**src/rtl/seven_seg_scan_ctrl.sv**
```systemverilog
// seven_seg_scan_ctrl
//   Time-multiplexes one shared BCD-to-7-segment decoder across NUM_DIGITS
//   common-anode digits. Each digit slot is a blanking gap of BLANK_CYC cycles
//   with every anode off. It is followed by a drive phase of DRIVE_CYC cycles
//   with the selected anode on. New display values are double-buffered and
//   are applied only at frame boundaries, so a frame never shows a mix of old
//   and new values.
//
// Ports
//   clk         in   system clock, rising edge
//   reset       in   synchronous, active-high
//   digits_in   in   BCD codes, digit i = [4i+3:4i], digit 0 = rightmost
//   dp_in       in   decimal point request per digit (1 = lit)
//   digit_en    in   per-digit display enable (0 = blanked)
//   load        in   1-cycle strobe capturing digits_in/dp_in/digit_en
//   bcd_out     out  code for the shared decoder
//   dp_n        out  decimal point, active-low
//   an          out  anodes, active-low
//   frame_done  out  high during the last cycle of each frame
//   pending     out  loaded values waiting for the next frame boundary
//
// All outputs are registered. No input has a combinational path to any output.

module seven_seg_scan_ctrl #(
    parameter int NUM_DIGITS = 4,
    parameter int BLANK_CYC  = 1000,
    parameter int DRIVE_CYC  = 99000
) (
    input  logic                      clk,
    input  logic                      reset,
    input  logic [4*NUM_DIGITS-1:0]   digits_in,
    input  logic [NUM_DIGITS-1:0]     dp_in,
    input  logic [NUM_DIGITS-1:0]     digit_en,
    input  logic                      load,
    output logic [3:0]                bcd_out,
    output logic                      dp_n,
    output logic [NUM_DIGITS-1:0]     an,
    output logic                      frame_done,
    output logic                      pending
);

    localparam int MAX_CYC = (BLANK_CYC > DRIVE_CYC) ? BLANK_CYC : DRIVE_CYC;
    localparam int CNT_W   = (MAX_CYC > 1) ? $clog2(MAX_CYC) : 1;
    localparam int IDX_W   = (NUM_DIGITS > 1) ? $clog2(NUM_DIGITS) : 1;

    localparam logic [CNT_W-1:0] BLANK_LAST = CNT_W'(BLANK_CYC - 1);
    localparam logic [CNT_W-1:0] DRIVE_LAST = CNT_W'(DRIVE_CYC - 1);
    localparam logic [IDX_W-1:0] IDX_LAST   = IDX_W'(NUM_DIGITS - 1);

    typedef enum logic {
        ST_BLANK = 1'b0,
        ST_DRIVE = 1'b1
    } state_t;

    state_t                  state_q, state_d;
    logic [IDX_W-1:0]        idx_q, idx_d;
    logic [CNT_W-1:0]        cnt_q, cnt_d;
    logic [NUM_DIGITS-1:0]   an_q, an_d;
    logic [3:0]              bcd_q, bcd_d;
    logic                    dp_n_q, dp_n_d;
    logic                    frame_done_q, frame_done_d;
    logic                    pending_q, pending_d;

    // Active set: what the scan currently displays.
    logic [4*NUM_DIGITS-1:0] act_digits_q, act_digits_d;
    logic [NUM_DIGITS-1:0]   act_dp_q, act_dp_d;
    logic [NUM_DIGITS-1:0]   act_en_q, act_en_d;

    // Pending set: only meaningful while pending_q is set, so it needs no reset.
    logic [4*NUM_DIGITS-1:0] pend_digits_q, pend_digits_d;
    logic [NUM_DIGITS-1:0]   pend_dp_q, pend_dp_d;
    logic [NUM_DIGITS-1:0]   pend_en_q, pend_en_d;

    logic                    blank_last;
    logic                    drive_last;
    logic                    boundary;
    logic [IDX_W-1:0]        idx_next;

    always_comb begin
        state_d       = state_q;
        idx_d         = idx_q;
        cnt_d         = cnt_q;
        an_d          = an_q;
        bcd_d         = bcd_q;
        dp_n_d        = dp_n_q;
        pending_d     = pending_q;
        act_digits_d  = act_digits_q;
        act_dp_d      = act_dp_q;
        act_en_d      = act_en_q;
        pend_digits_d = pend_digits_q;
        pend_dp_d     = pend_dp_q;
        pend_en_d     = pend_en_q;

        blank_last = (state_q == ST_BLANK) && (cnt_q == BLANK_LAST);
        drive_last = (state_q == ST_DRIVE) && (cnt_q == DRIVE_LAST);
        boundary   = drive_last && (idx_q == IDX_LAST);
        idx_next   = (idx_q == IDX_LAST) ? '0 : idx_q + IDX_W'(1);

        // A load in the boundary cycle goes straight to the active set, so
        // digit 0 of the next frame already shows it.
        if (load) begin
            if (boundary) begin
                act_digits_d = digits_in;
                act_dp_d     = dp_in;
                act_en_d     = digit_en;
                pending_d    = 1'b0;
            end else begin
                pend_digits_d = digits_in;
                pend_dp_d     = dp_in;
                pend_en_d     = digit_en;
                pending_d     = 1'b1;
            end
        end else if (boundary && pending_q) begin
            act_digits_d = pend_digits_q;
            act_dp_d     = pend_dp_q;
            act_en_d     = pend_en_q;
            pending_d    = 1'b0;
        end

        unique case (state_q)
            ST_BLANK: begin
                if (blank_last) begin
                    state_d = ST_DRIVE;
                    cnt_d   = '0;
                    for (int i = 0; i < NUM_DIGITS; i++) begin
                        an_d[i] = ~((idx_q == IDX_W'(i)) & act_en_q[i]);
                    end
                end else begin
                    cnt_d = cnt_q + CNT_W'(1);
                end
            end
            ST_DRIVE: begin
                if (drive_last) begin
                    state_d = ST_BLANK;
                    cnt_d   = '0;
                    idx_d   = idx_next;
                    an_d    = '1;
                    // Decoder input and dp are settled here, at the start of
                    // the blanking gap, so they are stable before the anode turns on.
                    for (int i = 0; i < NUM_DIGITS; i++) begin
                        if (idx_next == IDX_W'(i)) begin
                            bcd_d  = act_digits_d[4*i +: 4];
                            dp_n_d = ~(act_dp_d[i] & act_en_d[i]);
                        end
                    end
                end else begin
                    cnt_d = cnt_q + CNT_W'(1);
                end
            end
            default: begin
                state_d = ST_BLANK;
                cnt_d   = '0;
            end
        endcase

        // Registered look-ahead: high while the scan sits in the last cycle of the frame.
        frame_done_d = (state_d == ST_DRIVE) && (cnt_d == DRIVE_LAST) &&
                       (idx_d == IDX_LAST);
    end

    always_ff @(posedge clk) begin
        if (reset) begin
            state_q      <= ST_BLANK;
            idx_q        <= '0;
            cnt_q        <= '0;
            an_q         <= '1;
            bcd_q        <= '0;
            dp_n_q       <= 1'b1;
            frame_done_q <= 1'b0;
            pending_q    <= 1'b0;
            act_digits_q <= '0;
            act_dp_q     <= '0;
            act_en_q     <= '0;
        end else begin
            state_q      <= state_d;
            idx_q        <= idx_d;
            cnt_q        <= cnt_d;
            an_q         <= an_d;
            bcd_q        <= bcd_d;
            dp_n_q       <= dp_n_d;
            frame_done_q <= frame_done_d;
            pending_q    <= pending_d;
            act_digits_q <= act_digits_d;
            act_dp_q     <= act_dp_d;
            act_en_q     <= act_en_d;
        end
    end

    always_ff @(posedge clk) begin
        pend_digits_q <= pend_digits_d;
        pend_dp_q     <= pend_dp_d;
        pend_en_q     <= pend_en_d;
    end

    assign bcd_out    = bcd_q;
    assign dp_n       = dp_n_q;
    assign an         = an_q;
    assign frame_done = frame_done_q;
    assign pending    = pending_q;

endmodule

```
**config.mk**
```make
export PLATFORM = sky130hd
export DESIGN_NAME = seven_seg_scan_ctrl
export DESIGN_NICKNAME = d
export VERILOG_FILES = /design/src/rtl/seven_seg_scan_ctrl.sv
export SDC_FILE = /design/constraint.sdc
export NUM_CORES = 1
export LEC_CHECK = 0
export ABC_AREA = 0
export BUFFER_PORTS_ARGS = -buffer_cell sky130_fd_sc_hd__buf_2
export CORE_ASPECT_RATIO = 0.5
export CORE_UTILIZATION = 35
export CTS_BUF_LIST = sky130_fd_sc_hd__clkbuf_2
export DETAILED_ROUTE_END_ITERATION = 7
export GPL_TIMING_DRIVEN = 0
export PLACE_DENSITY = 0.53
export SYNTH_ARGS = -nofsm -noshare
export SYNTH_HDL_FRONTEND = slang
export SYNTH_SLANG_ARGS = --single-unit
```
**constraint.sdc**
```tcl
create_clock -name clk -period 2.4 [get_ports clk]
set_input_delay 0.12 -clock clk [delete_from_list [all_inputs] [get_ports clk]]
set_output_delay 0.12 -clock clk [all_outputs]
set_load 0.005 [all_outputs]
```
==> results_dict.tcl, run 1 <==
set metrics [dict create \
    syn2layout_area_growth_pct 29.8 \
    setup_viol 5 \
    clk_pin_slew_ps 230 \
    cts_root_buf "clkbuf_2" \
    dpl.hpwl_um 7280 \
    start_util 0.372 \
    finalCritPeriodShare 1.02 \
    drtIter0Drc 175 \
    critPathLaunchType "flip-flop" \
    wirelength_um 11000 \
    synth_enable_flop_cells 24 \
    crit_path_start "cnt_q[10]" \
    vias 3436 \
    drive_gt1_frac 0.254 \
    period_minus_slack_ps 2450 \
    cpPeakStageDelay_ps 570 \
    grt_use_total 0.201 \
    cts_sinks 79 \
    antenna_found_initial 0 \
    yosysWarnings 0 \
    rrSetupSlack_ps -50 \
    final_core_util 0.483 \
    io_pins 38 \
    wl_per_cell_um 16.7 \
    final_nets 550 \
    grt_overflow 0 \
    powerDensity_mw_per_mm2 455 \
    min_from "load" \
    clock_latency_ps 590 \
    grt_pass1_wl_um 17900 \
    fin_worst_skew_ps 62.9 \
    worst_pin_slew_ps 688 \
    cp_max_fo 5 \
    synth_nets 467 \
    cts_max_level 3 \
    worst_ir_drop_vdd_v 0.000193 \
    clock_path_buffers 2 \
    ys_ff_latch 79 \
    synth-seq-area-share 0.464 \
    dr.pass1.iters 5 \
    fin_tns_setup_ps -189 \
    stdcell_count 660 \
    cp-end-kind "flip-flop" \
    fmax_mhz 408 \
    avgViaCountPerCell 5.21 \
    final_area_mm2 0.00509 \
    dieWidth_um 152 \
    dieArea_mm2 0.0117 \
    violations "negative setup slack" \
    synth_area_mm2 0.00392 \
    gp_congestion 0.815 \
    syn_inst 432 \
    nFillCells 1030 \
    synthFlopType "dfxtp_1" \
    antenna_left 0 \
    core_mm2 0.0105 \
    dp_cells 608 \
    leakagePower_nw 1.84 \
    power_mw 2.32 \
    cp_cell_sequence "or4_4 -> nor3_4 -> nand4_1 -> buf_6 -> buf_8 -> and2_4 -> a211oi_4 -> a222oi_1 -> and3_1" \
    maxSlewHeadroom 0.541 \
    grt_max_degree 25 \
    run_status "complete, but fails checks" \
    maxSlewViolCount 0 \
    diodes 0 \
    ys_async_sr_fraction 0 \
    rsz0062_at_grt "yes" \
    cts_made_buffers 9 \
    postPlaceCellArea_mm2 0.00429 \
    path_class "reg -> reg" \
    arrival_ps 2960 \
    fin_ws_ps -52.3 \
    hold_class "in -> reg" \
    numPortBuffers 36 \
    drcViolationCount 0 \
    max-cap-violations 0 \
    hold_ws_ps 57.7 \
    grt_pass1_vias 3384 \
    die_h_um 76.9 \
    syn_area_per_cell_um2 9.08 \
    hold_violations 0 \
    dp_slack_ps -807 \
    r2r_start "cnt_q[10]" \
    rows 26 \
    synth_cell_types 55 \
    cts_tree "done" \
    cp.required_ps 2900 \
    worst_path_max_delay_cell "or4_4" \
]
[final timing paths]
check                     to  cells past startpoint
max               bcd_out[1]                      9
min          act_digits_q[3]                      4
max reg2reg       bcd_out[1]                      9
min reg2reg         cnt_q[0]                      1
[cells in the mapped netlist, types with 2 or more instances]
cell      number  share of area
buf_1          2         0.0019
xnor2_1        8          0.018
o31ai_1        2         0.0038
mux2i_1        2         0.0051
a222oi_1       4          0.010
dfxtp_1       55           0.28
nand3_1       11          0.014
nand4_1       27          0.043
nor3b_1        5         0.0096
ha_1           8          0.026
and2_0         4         0.0064
buf_2          4         0.0051
o32a_1         2         0.0051
and4_1         3         0.0067
o32ai_1        2         0.0045
or3_1          3         0.0048
nand2_1       18          0.017
nor3_1         9          0.011
and3_1        10          0.016
nand3b_1       3         0.0057
nor2_1        59          0.056
nor4_1         3         0.0048
nor2b_1        3         0.0048
nand4b_1       4         0.0089
inv_1          7         0.0067
or2_2          3         0.0048
a211oi_1      16          0.031
clkbuf_1      28          0.027
nand2b_1      25          0.040
o21ai_0        4         0.0051
edfxtp_1      24           0.18
a31oi_1        7          0.011
xor2_1         7          0.016
and2_1        16          0.026
a21oi_1       24          0.031
[sequential cells by signal (all words and copies together) (netlist names)]
name           count
act_digits_q      16
act_dp_q           4
act_en_q           4
an                 4
bcd_out            4
cnt_q             17
dp_n               1
frame_done         1
idx_q              2
pend_digits_q     16
pend_dp_q          4
pend_en_q          4
pending            1
state_q            1
[critical path, delay by kind of cell, from the launching register on]
kind                   cells  cell delay (ps)
and+or+nand+nor            5             1300
buffers and inverters      2              320
DFF                        1              390
AOI/OAI and AO/OA          2              400
[cells in the final DEF (no fill, tap or decap), types with 6 or more instances in the layout]
cell type	synthesis	routed
nand2_1	18	18
a31oi_1	7	7
a211oi_4	0	6
a211oi_2	0	7
clkbuf_2	0	12
nand4_1	27	27
and3_1	10	10
dfxtp_2	0	6
dlygate4sd3_1	0	25
buf_4	1	17
edfxtp_1	24	24
inv_1	7	7
ha_1	8	8
buf_2	4	38
and2_1	16	7
xnor2_1	8	8
xor2_1	7	7
nand3_1	11	11
a21oi_1	24	22
nor3_1	9	9
and2_4	0	9
nor2_1	59	57
nand2b_1	25	25
clkbuf_1	28	13
dfxtp_1	55	47
[per-layer routing]
layer,track usage,up-vias,share of wire
met4,0.0535,0,0.0077
met5,0,-,0
li1,-,1711,-
met3,0.0548,9,0.035
met1,0.265,1657,0.49
met2,0.323,59,0.47
[cell families after synthesis]
| family | synth area share |
|---|---|
| compound gates | 0.124 |
| xor+xnor | 0.0335 |
| fa+ha+maj | 0.0255 |
| buf+inv | 0.0424 |
| flops | 0.464 |
| mux | 0.00510 |
| simple gates | 0.305 |
[layout make-up]
class                           count  area, um^2  share of cell area
Buffer                             25         148              0.0290
Inverter                            7        26.3             0.00516
Tap cell                          140         175              0.0344
Sequential cell                    79        1840               0.361
Clock inverter                      6        62.6              0.0123
Multi-Input combinational cell    311        2180               0.427
Clock buffer                       10        50.0             0.00983
Timing Repair Buffer               82         616               0.121
[power by group]
| part | leakage [nW] | internal (mW) | total (mW) | switching, mW |
|---|---|---|---|---|
| clock | 0.0756 | 0.243 | 0.744 | 0.501 |
| combinational | 1.08 | 0.0691 | 0.153 | 0.0835 |
| sequential | 0.683 | 1.41 | 1.42 | 0.0140 |
[repair_timing]
item	CTS	global route
hold buffers	25	0
endpoints found under the hold margin	54	0
buffers inserted	17	3
gates resized for setup	54	30
cloned	1	0
endpoints found under the setup margin	73	56
pin swaps	18	21
Power figures use the tool's default switching activity.
==> inputs of run 2 (changes only) <==
--- a/config.mk
+++ b/config.mk
@@ -13,6 +13,7 @@
 export DETAILED_ROUTE_END_ITERATION = 7
 export GPL_TIMING_DRIVEN = 0
 export PLACE_DENSITY = 0.53
+export SKIP_CTS_REPAIR_TIMING = 1
 export SYNTH_ARGS = -nofsm -noshare
 export SYNTH_HDL_FRONTEND = slang
 export SYNTH_SLANG_ARGS = --single-unit
==> run 2 against run 1 <==
Against the previous run:
- the flow still finishes with violations (negative setup slack)
- power decreased by 0.26%
- largest cell class unchanged
- critical endpoint is now dp_n
- clock-buffer cell count unchanged
- utilization decreased by 0.85 points
- global-route usage fell by 1.1 points
- design area down 1.8%
- first-iteration DRC count rose by 7.4%
- clock power decreased by 0.7%
- non-clock buffer count rose by 1
- via count grew 0.73%
- worst setup slack worse by 49 ps
- flip-flop and latch count unchanged
- routed wire length down 1.8%
==> results_dict.tcl, run 2 (same netlist as run 1, synthesis figures left out) <==
set metrics [dict create \
    period_minus_slack_ps 2500 \
    drtIter0Drc 188 \
    maxSlewHeadroom 0.557 \
    layout_commonest_cell "nor2_1" \
    core_mm2 0.0105 \
    run_status "complete, but fails checks" \
    grt_use_total 0.191 \
    final_area_mm2 0.00500 \
    worst_ir_drop_vdd_v 0.000193 \
    violations "negative setup slack" \
    critPathTopFamily "simple AND/OR/NAND/NOR gates" \
    final_nets 551 \
    drive_gt1_frac 0.238 \
    path_class "reg -> reg" \
    numPortBuffers 36 \
    die_h_um 76.9 \
    cpPeakStageDelay_ps 550 \
    grt_max_degree 25 \
    setup_viol 5 \
    rsz0062_at_grt "yes" \
    nFillCells 1040 \
    cts_max_level 3 \
    antenna_found_initial 0 \
    clock_latency_ps 580 \
    avgViaCountPerCell 5.24 \
    worst_pin_slew_ps 665 \
    stdcell_count 661 \
    hold_violations 0 \
    dp_cells 608 \
    rrSetupSlack_ps -100 \
    arrival_ps 2970 \
    grt_pass1_wl_um 16900 \
    hold_ws_ps 81.7 \
    syn2layout_area_growth_pct 27.5 \
    dieArea_mm2 0.0117 \
    io_pins 38 \
    vias 3461 \
    fin_worst_skew_ps 49.6 \
    wl_per_cell_um 16.3 \
    rows 26 \
    dp_slack_ps -807 \
    cts_made_buffers 9 \
    cts_root_buf "clkbuf_2" \
    powerDensity_mw_per_mm2 462 \
    worst_path_max_delay_cell "or4_4" \
    fin_ws_ps -102 \
    cp.required_ps 2870 \
    clk_pin_slew_ps 230 \
    finalCritPeriodShare 1.04 \
    fmax_mhz 400 \
    critPathLaunchType "flip-flop" \
    dpl.hpwl_um 7280 \
    cp_cell_sequence "or4_4 -> nor4_4 -> buf_4 -> and2_4 -> buf_6 -> o221ai_2 -> or4b_1 -> a31oi_1 -> o31ai_1" \
    max-cap-violations 0 \
    grt_overflow 0 \
    critPathBufInv 2 \
    drcViolationCount 0 \
    postPlaceCellArea_mm2 0.00429 \
    wirelength_um 10800 \
    leakagePower_nw 1.80 \
    largest_registers "cnt_q: 17 flops, act_digits_q: 16 flops, pend_digits_q: 16 flops" \
    largest_reg_flops 17 \
    antenna_left 0 \
    gp_congestion 0.815 \
    diodes 0 \
    hold_class "in -> reg" \
    cts_tree "done" \
    regMostFlops "cnt_q" \
    cp-end-kind "flip-flop" \
    start_util 0.372 \
    layout_common_cells "nor2_1 (58), dfxtp_1 (51), buf_2 (36)" \
    maxSlewViolCount 0 \
    fin_tns_setup_ps -389 \
    cts_sinks 79 \
    grt_pass1_vias 3119 \
    clock_path_buffers 2 \
    dr.pass1.iters 6 \
    cp_max_fo 6 \
    dieWidth_um 152 \
]
-- run 2: area by class of cell --
type,count,area (um^2),area share
Timing Repair Buffer,79,573,0.115
Multi-Input combinational cell,311,2110,0.423
Clock buffer,10,50.0,0.0100
Buffer,29,170,0.0340
Tap cell,140,175,0.0350
Inverter,7,26.3,0.00526
Clock inverter,6,62.6,0.0125
Sequential cell,79,1830,0.366
-- run 2: layer usage --
metal  vias to the layer above  wire, um  GRT usage
li1                       1729         -          -
met1                      1661      5370      0.263
met2                        61      4920      0.295
met3                        10       418     0.0530
met4                         0        75     0.0416
met5                         -         0          0
-- run 2: worst reg2reg max path, cell delays in order (launching register included) --
cell	delay (ps)
dfxtp_4	410
or4_4	560
nor4_4	210
buf_4	180
and2_4	140
buf_6	110
o221ai_2	110
or4b_1	470
a31oi_1	170
o31ai_1	80
-- run 2: final timing paths --
kind / from / end / cells past startpoint
max: cnt_q[10] / dp_n / 9
min: load / act_digits_q[3] / 4
max reg2reg: cnt_q[10] / dp_n / 9
min reg2reg: cnt_q[0] / cnt_q[0] / 1
-- run 2: power breakdown --
part	internal, mW	switching (mW)
Combinational	0.0689	0.0852
Sequential	1.41	0.0109
Clock	0.243	0.495
Total	1.72	0.591
-- run 2: through the flow --
stage | power [mW] | util
detailed placement | 1.57 | 0.407
floorplan | 1.50 | -
global route | 2.40 | 0.474
global placement | 1.56 | 0.407
finish | 2.31 | 0.474
CTS | 2.30 | 0.417
